$ cat config.mk
export PLATFORM = sky130hd
export DESIGN_NAME = fifo_uart_tx
export DESIGN_NICKNAME = d
export VERILOG_FILES = /design/src/rtl/fifo_uart_tx_pkg.sv /design/src/rtl/fifo_uart_tx_baud_gen.sv /design/src/rtl/fifo_uart_tx.sv
export SDC_FILE = /design/constraint.sdc
export NUM_CORES = 1
export LEC_CHECK = 0
export BUFFER_PORTS_ARGS = -buffer_cell sky130_fd_sc_hd__buf_2
export CAP_MARGIN = 5
export CORE_MARGIN = 2
export CORE_UTILIZATION = 40
export DETAILED_ROUTE_END_ITERATION = 16
export GPL_ROUTABILITY_DRIVEN = 0
export PLACE_DENSITY = 0.67
export SLEW_MARGIN = 20
export SYNTH_ARGS = -nofsm -noshare
export SYNTH_HDL_FRONTEND = slang
export SYNTH_SLANG_ARGS = --single-unit
$ cat constraint.sdc
create_clock -name clk -period 3.3 [get_ports clk]
set_input_delay 0.99 -clock clk [delete_from_list [all_inputs] [get_ports clk]]
set_output_delay 0.99 -clock clk [all_outputs]
set_load 0.05 [all_outputs]
$ cat src/rtl/fifo_uart_tx_pkg.sv
// Shared definitions for the FIFO-to-UART drain stage: state encodings,
// serial line levels and frame geometry.
package fifo_uart_tx_pkg;

    typedef logic [2:0] state_t;

    localparam state_t ST_IDLE  = 3'd0;
    localparam state_t ST_FETCH = 3'd1;
    localparam state_t ST_LOAD  = 3'd2;
    localparam state_t ST_START = 3'd3;
    localparam state_t ST_DATA  = 3'd4;
    localparam state_t ST_STOP  = 3'd5;

    localparam logic TX_IDLE   = 1'b1;
    localparam logic START_BIT = 1'b0;
    localparam logic STOP_BIT  = 1'b1;

    localparam int DATA_BITS = 8;

endpackage

$ cat src/rtl/fifo_uart_tx_baud_gen.sv
// Baud-period counter: counts 0..clk_div-1 and flags the last cycle of
// each bit period. A synchronous clear parks it at zero so every timed
// state starts a fresh period.
module fifo_uart_tx_baud_gen #(
    parameter int clk_div   = 868,
    parameter int cnt_width = $clog2(clk_div)
) (
    input  logic clk,
    input  logic rst,
    input  logic clr,
    output logic tick
);

    localparam logic [cnt_width-1:0] TERM_CNT = cnt_width'(clk_div - 1);

    if (clk_div < 2) begin : g_chk_div
        $error("fifo_uart_tx_baud_gen: clk_div must be at least 2");
    end
    if (cnt_width < $clog2(clk_div)) begin : g_chk_cnt
        $error("fifo_uart_tx_baud_gen: cnt_width too narrow for clk_div");
    end

    logic [cnt_width-1:0] cnt_q;
    logic [cnt_width-1:0] cnt_d;

    assign tick = !clr && (cnt_q == TERM_CNT);

    // Next count: wrap at terminal count, hold at zero while cleared.
    always_comb begin
        cnt_d = cnt_q + 1'b1;
        if (clr || tick) begin
            cnt_d = '0;
        end
    end

    // Counter register with synchronous active-low reset.
    always_ff @(posedge clk) begin
        if (!rst) begin
            cnt_q <= '0;
        end else begin
            cnt_q <= cnt_d;
        end
    end

endmodule

$ cat src/rtl/fifo_uart_tx.sv
// FIFO read-side drain: pops one word at a time and sends it MSB byte
// first as 8N1 UART frames.
//
//   state | meaning
//   ------+------------------------------------------------------------
//   IDLE  | line high, waiting for en and a non-empty FIFO
//   FETCH | one-cycle fifo_re pulse
//   LOAD  | capture fifo_data, select the most significant byte
//   START | start bit, one baud period
//   DATA  | 8 data bits LSB first, one baud period each
//   STOP  | stop bit; next byte, next word, or back to IDLE
module fifo_uart_tx
    import fifo_uart_tx_pkg::*;
#(
    parameter int width     = 16,
    parameter int clk_div   = 868,
    parameter int cnt_width = $clog2(clk_div)
) (
    input  logic             clk,
    input  logic             rst,
    input  logic             en,
    input  logic             fifo_empty,
    input  logic [width-1:0] fifo_data,
    output logic             fifo_re,
    output logic             tx,
    output logic             busy
);

    localparam int NBYTES = width / DATA_BITS;
    localparam int BIDX_W = (NBYTES > 1) ? $clog2(NBYTES) : 1;
    localparam logic [BIDX_W-1:0] LAST_BYTE = BIDX_W'(NBYTES - 1);
    localparam logic [2:0]        LAST_BIT  = 3'(DATA_BITS - 1);

    if ((width % DATA_BITS) != 0 || width < DATA_BITS) begin : g_chk_width
        $error("fifo_uart_tx: width must be a non-zero multiple of 8");
    end
    if (clk_div < 2) begin : g_chk_div
        $error("fifo_uart_tx: clk_div must be at least 2");
    end

    state_t              state_q, state_d;
    logic [width-1:0]    word_q, word_d;
    logic [BIDX_W-1:0]   byte_idx_q, byte_idx_d;
    logic [2:0]          bit_idx_q, bit_idx_d;
    logic [DATA_BITS-1:0] cur_byte;
    logic                baud_clr;
    logic                tick;

    // The word register is shifted left after each byte, so the byte on
    // the wire is always the top slice.
    assign cur_byte = word_q[width-1 -: DATA_BITS];

    // Untimed states hold the baud counter at zero so START begins a full
    // period; timed states rely on the wrap at terminal count.
    assign baud_clr = (state_q == ST_IDLE) || (state_q == ST_FETCH) ||
                      (state_q == ST_LOAD);

    fifo_uart_tx_baud_gen #(
        .clk_div   (clk_div),
        .cnt_width (cnt_width)
    ) u_baud_gen (
        .clk  (clk),
        .rst  (rst),
        .clr  (baud_clr),
        .tick (tick)
    );

    // Next-state and datapath update.
    always_comb begin
        state_d    = state_q;
        word_d     = word_q;
        byte_idx_d = byte_idx_q;
        bit_idx_d  = bit_idx_q;
        case (state_q)
            ST_IDLE: begin
                if (en && !fifo_empty) begin
                    state_d = ST_FETCH;
                end
            end
            ST_FETCH: begin
                state_d = ST_LOAD;
            end
            ST_LOAD: begin
                word_d     = fifo_data;
                byte_idx_d = '0;
                state_d    = ST_START;
            end
            ST_START: begin
                if (tick) begin
                    bit_idx_d = '0;
                    state_d   = ST_DATA;
                end
            end
            ST_DATA: begin
                if (tick) begin
                    if (bit_idx_q == LAST_BIT) begin
                        state_d = ST_STOP;
                    end else begin
                        bit_idx_d = bit_idx_q + 3'd1;
                    end
                end
            end
            ST_STOP: begin
                if (tick) begin
                    if (byte_idx_q != LAST_BYTE) begin
                        byte_idx_d = byte_idx_q + 1'b1;
                        word_d     = word_q << DATA_BITS;
                        state_d    = ST_START;
                    end else if (en && !fifo_empty) begin
                        state_d = ST_FETCH;
                    end else begin
                        state_d = ST_IDLE;
                    end
                end
            end
            default: begin
                state_d = ST_IDLE;
            end
        endcase
    end

    // State and datapath registers; reset drops any word in flight.
    always_ff @(posedge clk) begin
        if (!rst) begin
            state_q    <= ST_IDLE;
            word_q     <= '0;
            byte_idx_q <= '0;
            bit_idx_q  <= '0;
        end else begin
            state_q    <= state_d;
            word_q     <= word_d;
            byte_idx_q <= byte_idx_d;
            bit_idx_q  <= bit_idx_d;
        end
    end

    // Line level decoded from registered state only.
    always_comb begin
        tx = TX_IDLE;
        case (state_q)
            ST_START: tx = START_BIT;
            ST_DATA:  tx = cur_byte[bit_idx_q];
            ST_STOP:  tx = STOP_BIT;
            default:  tx = TX_IDLE;
        endcase
    end

    // FETCH is only entered after seeing a non-empty FIFO, so the pulse
    // never lands on an empty FIFO.
    assign fifo_re = (state_q == ST_FETCH);
    assign busy    = (state_q != ST_IDLE);

endmodule

==> run_results.csv, run 1 <==
group,metric,value,unit
run_status,status,"finished clean",
synth,synth_commonest_cells,"dfxtp_1 (33), nand2_1 (24), nor2_1 (18)",
synth,async_flop_share,0,%
cts,cts_resized,0,
routing,wl_per_cell,12.1,um
global_route,grt.overflow.total,0,
pwr,max-vdd-ir-drop,215,uV
cts,root_buffer,"clkbuf_8",
placed_design,portBuffers,22,
pwr,swShare,25.0,%
run,cap_violations,0,
final_layout,syn_to_final_growth,13.2,%
setup_path,cp.required,2.31,ns
pwr,power_density,428,nW/um2
synth,netlist_instances,172,
global_route,antenna_found_initial,0,
synth,yosys.area.top_type,"dfxtp_1",
sta,hold_violations,0,
floorplan,core_area,3940,um2
pwr,switching_power,0.196,mW
synth,synthDistinctLibCells,38,
sta,rsz0062_at_grt,"no",
synth,synth-warning-count,0,
pwr,seqPwrFrac,53.6,%
synth,post-synth-top-count-cell,"dfxtp_1",
sta,skew,0.00440,ns
setup_path,end_kind,"output port",
setup_path,critPathKind,"flop to output port",
setup_path,critPathMaxStageDelay,0.52,ns
synth,synth_mux_area_share,16.4,%
cts,clock_latency,0.28,ns
routing,postRouteAntennaNets,0,
setup_path,crit_arrival,1.67,ns
floorplan,dieArea,4570,um2
routing,via_per_inst,5.07,
synth,synth.area.top_cells,"dfxtp_1 (41%), mux2i_1 (8.0%), mux2_2 (5.6%)",
sta,fin_crit_sh,80.6,%
cts,clk_pin_slew,0.07,ns
synth,ys_seq_elements,33,
global_route,grt_pass1_vias,1132,
synth,synthSimpleGateAreaFrac,21.3,%
synth,syn-num-nets,195,
sta,fin_tns_setup,0,ns
synth,yosys.area_share.adder,2.32,%
global_route,grt_start_max_net_pins,36,
cts,cts_num_sinks,33,
pwr,intPower,0.589,mW
sta,slew_violations,0,
sta,max_slew.worst_pin.slew,0.940,ns
cts,cts_buffer_depth,2,
floorplan,boundaryPins,23,
final_layout,diodes,0,
final_layout,final.fill_count,386,
cts,cts.hold.buffers_added,0,
setup_path,slowest_stage,"mux4_2",
floorplan,die_h,67.6,um
routing,via_count,1233,
sta,fmax,0.376,GHz
routing,drc_errors,0,
final_layout,drive_above_1_share,23.8,%
routing,dr.pass1.iters,4,
cts,postCtsSetupRepairBufs,0,
synth,synth_edf_count,0,
pwr,p_clk_share,37.2,%
synth,synth_top_family_by_area,"simple AND/OR/NAND/NOR gates",
setup_path,cp_cell_sequence,"mux4_2 -> mux2i_1 -> a21oi_1 -> buf_2",
pwr,leakagePower,0.778,nW
setup_path,cp-start-kind,"flop",
sta,max-slew-margin-rel,37.4,%
synth,synth_top_cell_area_share,40.8,%
sta,period_minus_slack,2.66,ns
floorplan,die_w,67.6,um
pwr,pwr-share-comb,9.2,%
cts,cts_tree,"built",
synth,synthFlopType,"dfxtp_1",
setup_path,critPathMaxFanout,5,
synth,synth_xor_area_share,4.33,%
sta,setup_viol,0,
final_layout,nNetsFinal,215,
synth,netlist_area,1620,um2
synth,synth-seq-area-share,40.8,%
placed_design,hpwl,2050,um
routing,drt_iter0_drc,56,
floorplan,rows,23,
sta,fin_hold_ws,0.461,ns
synth,avgSynthCellArea,9.41,um2
synth,synth_compound_area_share,10.4,%
global_route,grt_pass1_wl,5050,um
global_route,track_usage,14.8,%
routing,drt_wl_total,2940,um
cts,cts_buffers,5,
cts,htree_num_levels,2,
hold_path,hold_class,"flop to flop",
floorplan,initial_core_util,41.1,%
## path summary, 6_finish.rpt
path                                           from          to  slack, ns  cells past startpoint
worst max-delay path                   bit_idx_q[0]          tx       0.64                      4
worst min-delay path                     word_q[11]  word_q[11]       0.46                      2
worst max register to register  u_baud_gen.cnt_q[0]   word_q[3]       1.26                      5
worst min register to register           word_q[11]  word_q[11]       0.46                      2
## final cells by class
type	count	area, um2	area share [%]
Inverter	6	22.5	1.23
Sequential cell	33	661	36.0
Timing Repair Buffer	23	118	6.42
Clock buffer	6	72.6	3.96
Multi-Input combinational cell	123	887	48.4
Clock inverter	2	10.0	0.546
Tap cell	50	62.6	3.41
## critical path, delay by kind of cell (launching register included)
kind | cells | cell delay (ns)
buf+inv | 1 | 0.22
compound gates | 1 | 0.08
flops | 1 | 0.42
mux | 2 | 0.66
## stage by stage
step / std cells / area (um2) / total power [mW] / util (%) / setup WS, ns
global route: 243 / 1830 / 0.817 / 46.5 / 0.520
finish: 243 / 1830 / 0.785 / 46.5 / 0.639
floorplan: 172 / 1620 / 0.482 / - / 0.650
CTS: 243 / 1830 / 0.792 / 46.5 / 0.622
global placement: 235 / 1750 / 0.502 / 44.4 / 0.939
detailed placement: 235 / 1750 / 0.502 / 44.4 / 0.939
## cell usage in the layout (no fill, tap or decap), drive strengths merged, types with 2 or more instances in the layout
master / Yosys / layout
a21oi: 5 / 5
a32o: 8 / 8
and2: 2 / 2
buf: 5 / 23
clkbuf: 5 / 6
clkinv: 0 / 2
dfxtp: 33 / 33
ha: 3 / 3
inv: 6 / 6
mux2: 8 / 8
mux2i: 13 / 13
mux4: 2 / 2
nand2: 24 / 24
nand2b: 3 / 3
nand3: 6 / 6
nand3b: 2 / 2
nor2: 18 / 18
nor3: 5 / 5
o21ai: 2 / 2
or3b: 2 / 2
xnor2: 6 / 6
xor2: 2 / 2
## registers in the layout (all words and copies together) (netlist names)
signal,cells
bit_idx_q,3
u_baud_gen.cnt_q,10
state_q,3
byte_idx_q,1
word_q,16
## logic make-up after synthesis
kind of cell	after synthesis
simple gates	68
flops	33
mux	23
compound gates	21
buf+inv	16
xor+xnor	8
fa+ha+maj	3
## power by group through the flow
stage | clock network (mW) | logic [mW] | registers [mW]
after floorplan | 0 | 0.0588 | 0.423
after global placement | 0 | 0.0732 | 0.429
after detailed placement | 0 | 0.0729 | 0.429
after CTS | 0.298 | 0.0733 | 0.420
after global routing | 0.315 | 0.0798 | 0.422
final | 0.292 | 0.0724 | 0.421
## metal layers
metal | vias up | global-route usage [%] | wire length [um]
met1 | 566 | 20.8 | 1500
li1 | 644 | - | -
met4 | 0 | 5.36 | 48
met5 | - | 0 | 0
met2 | 16 | 20.7 | 1280
met3 | 7 | 5.00 | 109
(Power assumes the default switching activity.)
==> run 2, diff against run 1 <==
PLACE_DENSITY = 0.69   (was 0.67)
clock period = 2.3 ns   (was 3.3 ns; I/O delays follow)
==> run_results.csv, run 2 (synthesis gave the netlist of run 1 again) <==
group,metric,value,unit
routing,via_per_inst,5.04,
routing,wl_per_cell,12.1,um
setup_path,cp_num_buf_inv,1,
setup_path,crit_arrival,1.56,ns
setup_path,end_kind,"output port",
final_layout,diodes,0,
routing,dr.pass1.iters,4,
cts,clock_latency,0.29,ns
pwr,swShare,23.7,%
routing,drc_errors,0,
cts,cts_tree,"built",
global_route,gr-usage-met2,21.2,%
final_layout,syn_to_final_growth,16.5,%
placed_design,hpwl,2090,um
sta,fmax,0.444,GHz
routing,drt_wl_total,2990,um
sta,hold_violations,0,
final_layout,top_regs,"word_q x16, u_baud_gen.cnt_q x10",
final_layout,largest_reg_flops,16,
pwr,seqPwrFrac,50.4,%
floorplan,die_h,67.6,um
global_route,track_usage,15.5,%
final_layout,drive_above_1_share,26.5,%
run_status,status,"finished clean",
setup_path,cp.required,1.61,ns
sta,slew_violations,0,
sta,fin_crit_sh,97.9,%
global_route,busiest_layer,"met1",
setup_path,critPathMaxStageDelay,0.49,ns
cts,root_buffer,"clkbuf_8",
global_route,met1_usage,21.2,%
sta,period_minus_slack,2.25,ns
routing,drt_iter0_drc,72,
setup_path,critPathKind,"flop to output port",
pwr,power_density,630,nW/um2
sta,skew,0.00381,ns
setup_path,critPathTopFamily,"multiplexers",
placed_design,dp_slack,0.206,ns
pwr,switching_power,0.282,mW
global_route,grt_start_max_net_pins,22,
sta,max-slew-margin-rel,38.5,%
final_layout,nNetsFinal,218,
final_layout,final_common_cell,"dfxtp_1",
global_route,grt_pass1_wl,5230,um
sta,setup_viol,0,
final_layout,layout_common_cells,"dfxtp_1 (32), nand2_1 (24), buf_2 (21), nor2_1 (18), mux2i_1 (13)",
cts,cts_buffers,5,
global_route,antenna_found_initial,0,
sta,fin_ws,0.0474,ns
setup_path,cp_cell_sequence,"mux4_2 -> mux2i_1 -> a21oi_1 -> buf_4",
pwr,leakagePower,0.810,nW
pwr,pwr-share-comb,9.3,%
cts,htree_num_levels,2,
final_layout,top_register,"word_q",
run,cap_violations,0,
cts,clk_pin_slew,0.07,ns
sta,max_slew.worst_pin.slew,0.923,ns
cts,cts_num_sinks,33,
pwr,max-vdd-ir-drop,312,uV
pwr,p_clk_share,40.3,%
floorplan,rows,23,
setup_path,cp-start-kind,"flop",
global_route,gr-usage-met3,5.33,%
hold_path,hold_class,"flop to flop",
floorplan,dieArea,4570,um2
sta,fin_tns_setup,0,ns
floorplan,boundaryPins,23,
sta,rsz0062_at_grt,"yes",
cts,cts.hold.buffers_added,0,
pwr,intPower,0.907,mW
setup_path,critPathMaxFanout,3,
floorplan,initial_core_util,41.1,%
global_route,grt.overflow.total,0,
cts,cts_buffer_depth,2,
setup_path,r2r_setup_slack,0.33,ns
floorplan,core_area,3940,um2
setup_path,slowest_stage,"mux4_2",
routing,via_count,1240,
placed_design,portBuffers,22,
floorplan,die_w,67.6,um
global_route,grt_pass1_vias,1135,
routing,postRouteAntennaNets,0,
==> run 2: cell count changes in the layout (fill, tap and decap cells not counted), sizes merged <==
cell | before | now
buf | 23 | 26
clkbuf | 6 | 7
clkinv | 2 | 1
==> run 2: worst register-to-register path: stages (launching register included) <==
cell and delay (ns):
dfxtp_1 0.37, ha_1 0.24, or3b_4 0.42, nor3_4 0.21, a21oi_2 0.28, a32o_1 0.35
==> run 2: metrics by stage <==
step	hold slack, ns	util [%]	power (mW)	cell area, um2	std cells
5_1_grt	0.488	47.8	1.24	1890	246
3_3_place_gp	0.447	44.9	0.723	1770	237
6_report	0.458	47.8	1.19	1890	246
4_1_cts	0.461	47.8	1.21	1890	246
2_1_floorplan	0.430	-	0.692	1620	172
3_5_place_dp	0.448	44.9	0.724	1770	237
==> run 2: layout make-up <==
class	instances	area, um2
clock buffer	7	96.3
clock inverter	1	5.00
fill	382	2060
inverter	6	22.5
multi-input combinational	123	892
sequential	33	664
tap	50	62.6
timing repair buffer	26	143
==> run 2: repair_timing <==
item / in CTS / in global routing
resized for setup: 3 / 0
pin swaps: 0 / 1
endpoints found under the setup margin: 1 / 1
buffers inserted: 1 / 0
==> run 2: power by group through the flow <==
stage	Sequential, mW	Combinational (mW)	Clock (mW)
6_report	0.599	0.111	0.479
5_1_grt	0.601	0.123	0.515
4_1_cts	0.599	0.112	0.496
3_5_place_dp	0.613	0.111	0
3_3_place_gp	0.613	0.111	0
2_1_floorplan	0.607	0.0851	0
==> run 2: routing by layer <==
layer	vias up	part of all wire (%)
met5	-	0
met4	0	2.4
met3	6	3.1
met2	15	44
met1	569	51
li1	650	-
==> run 2: final timing paths <==
check | depth (start not counted) | to | startpoint
hold / removal | 1 | u_baud_gen.cnt_q[0] | u_baud_gen.cnt_q[0]
hold reg to reg | 1 | u_baud_gen.cnt_q[0] | u_baud_gen.cnt_q[0]
setup / recovery | 4 | tx | bit_idx_q[0]
setup reg to reg | 5 | word_q[2] | u_baud_gen.cnt_q[0]
==> run 3, diff against run 2 <==
PLACE_DENSITY = 0.67   (was 0.69)
clock period = 2.2 ns   (was 2.3 ns; I/O delays follow)
==> run_results.csv, run 3 (synthesis gave the netlist of run 1 again) <==
group,metric,value,unit
run_status,status,"finished with violations",
run_status,failed_checks,"setup timing",
sta,slew_violations,0,
pwr,swShare,21.7,%
final_layout,multi_input_area,892,um2
global_route,grt.overflow.total,0,
placed_design,dp_slack,0.155,ns
placed_design,portBuffers,22,
final_layout,nNetsFinal,219,
setup_path,critPathMaxStageDelay,0.49,ns
setup_path,cp-start-kind,"flop",
hold_path,min_from,"word_q[15]",
sta,fmax,0.454,GHz
setup_path,cp_cell_sequence,"mux4_2 -> mux2i_1 -> a21oi_1 -> buf_4",
setup_path,end_kind,"output port",
cts,clock_latency,0.28,ns
pwr,seqPwrFrac,47.4,%
run,cap_violations,0,
sta,setup_viol,1,
pwr,pwr-share-comb,8.8,%
floorplan,dieArea,4570,um2
setup_path,startpoint,"bit_idx_q[0]",
routing,drc_errors,0,
floorplan,initial_core_util,41.1,%
routing,drt_iter0_drc,54,
placed_design,place_area,1780,um2
floorplan,die_h,67.6,um
final_layout,top_regs,"word_q x16, u_baud_gen.cnt_q x10",
pwr,switching_power,0.288,mW
routing,postRouteAntennaNets,0,
setup_path,critPathMaxFanout,3,
routing,via_count,1232,
cts,cts_tree,"built",
hold_path,hold_class,"flop to flop",
pwr,max-vdd-ir-drop,391,uV
floorplan,rows,23,
setup_path,critPathKind,"flop to output port",
sta,period_minus_slack,2.20,ns
global_route,grt_pass1_vias,1096,
final_layout,top_register,"word_q",
cts,htree_num_levels,2,
setup_path,cp_num_buf_inv,1,
final_layout,drive_above_1_share,26.4,%
sta,hold_violations,0,
final_layout,final_cell_area,1910,um2
global_route,grt_pass1_wl,4800,um
sta,skew,0.00835,ns
global_route,grt_start_max_net_pins,22,
routing,wl_per_cell,11.8,um
final_layout,layout_common_cells,"dfxtp_1 (32), nand2_1 (24), buf_2 (21), nor2_1 (18), mux2i_1 (13)",
final_layout,syn_to_final_growth,17.9,%
floorplan,boundaryPins,23,
cts,cts_num_sinks,33,
global_route,track_usage,14.4,%
final_layout,regArea,664,um2
setup_path,crit_arrival,1.54,ns
pwr,leakagePower,0.820,nW
cts,cts_buffer_depth,2,
pwr,p_clk_share,43.9,%
cts,root_buffer,"clkbuf_8",
setup_path,critPathTopFamily,"multiplexers",
final_layout,diodes,0,
final_layout,final_common_cell,"dfxtp_1",
placed_design,hpwl,2110,um
sta,max_slew.worst_pin.slew,0.950,ns
sta,fin_crit_sh,100,%
cts,cts.hold.buffers_added,0,
final_layout,final_util,48.4,%
pwr,power_density,693,nW/um2
routing,drt_wl_total,2920,um
sta,fin_ws,-0.00492,ns
pwr,intPower,1.03,mW
floorplan,core_area,3940,um2
setup_path,slowest_stage,"mux4_2",
final_layout,final.fill_count,375,
setup_path,r2r_start,"u_baud_gen.cnt_q[0]",
cts,cts_buffers,5,
setup_path,cp.required,1.54,ns
cts,clk_pin_slew,0.07,ns
final_layout,largest_reg_flops,16,
sta,max-slew-margin-rel,36.7,%
global_route,antenna_found_initial,0,
routing,dr.pass1.iters,4,
routing,via_per_inst,4.99,
floorplan,die_w,67.6,um
sta,fin_tns_setup,-0.00492,ns
sta,rsz0062_at_grt,"yes",
## run 3: changes by cell type in the layout (fill, tap and decap cells not counted)
cell | previous run | this run
buf_4 | 5 | 6
clkinv_2 | 1 | 0
clkbuf_8 | 7 | 6
bufinv_16 | 0 | 1
clkbuf_1 | 0 | 1
## run 3: layout make-up
type / count / area share [%]
inverters: 6 / 1.18
clock inverters: 1 / 1.57
clock buffers: 7 / 4.52
flip-flops and latches: 33 / 34.8
multi-input cells: 123 / 46.8
repair buffers: 27 / 7.87
well taps: 50 / 3.28
## run 3: timing repair
action,in CTS,in global routing
cloned,0,0
setup endpoints to repair,1,1
resized for setup,3,0
pin swaps,1,0
setup buffers,1,0
## run 3: worst paths after layout
path,depth (start not counted),slack (ns),end
hold reg to reg,2,0.46,word_q[15]
hold / removal,2,0.46,word_q[15]
setup / recovery,4,-0.005,tx
setup reg to reg,5,0.25,word_q[9]
## run 3: power by group through the flow
stage / Combinational [mW] / Clock, mW / Sequential (mW)
final: 0.116 / 0.580 / 0.626
after global routing: 0.127 / 0.620 / 0.628
after CTS: 0.117 / 0.589 / 0.626
after detailed placement: 0.116 / 0 / 0.641
after global placement: 0.116 / 0 / 0.640
after floorplan: 0.0889 / 0 / 0.635
## run 3: routing by layer
metal	share of wire [%]	routed length (um)	track usage [%]
met5	0	0	0
met4	1.2	36	6.12
met3	3.8	112	6.00
met2	44	1290	20.6
met1	51	1470	18.8
## run 3: worst reg2reg max path, stage by stage, from the launching register on
cell	delay (ns)
dfxtp_1	0.33
ha_1	0.25
or3b_4	0.26
nor3_4	0.04
a21oi_2	0.72
mux2i_1	0.27
## run 3: stage by stage
stage / hold WS (ns) / power [mW] / instances
after CTS: 0.466 / 1.33 / 247
after global placement: 0.446 / 0.757 / 238
final: 0.463 / 1.32 / 247
after floorplan: 0.430 / 0.724 / 172
after global routing: 0.485 / 1.38 / 247
after detailed placement: 0.457 / 0.757 / 238
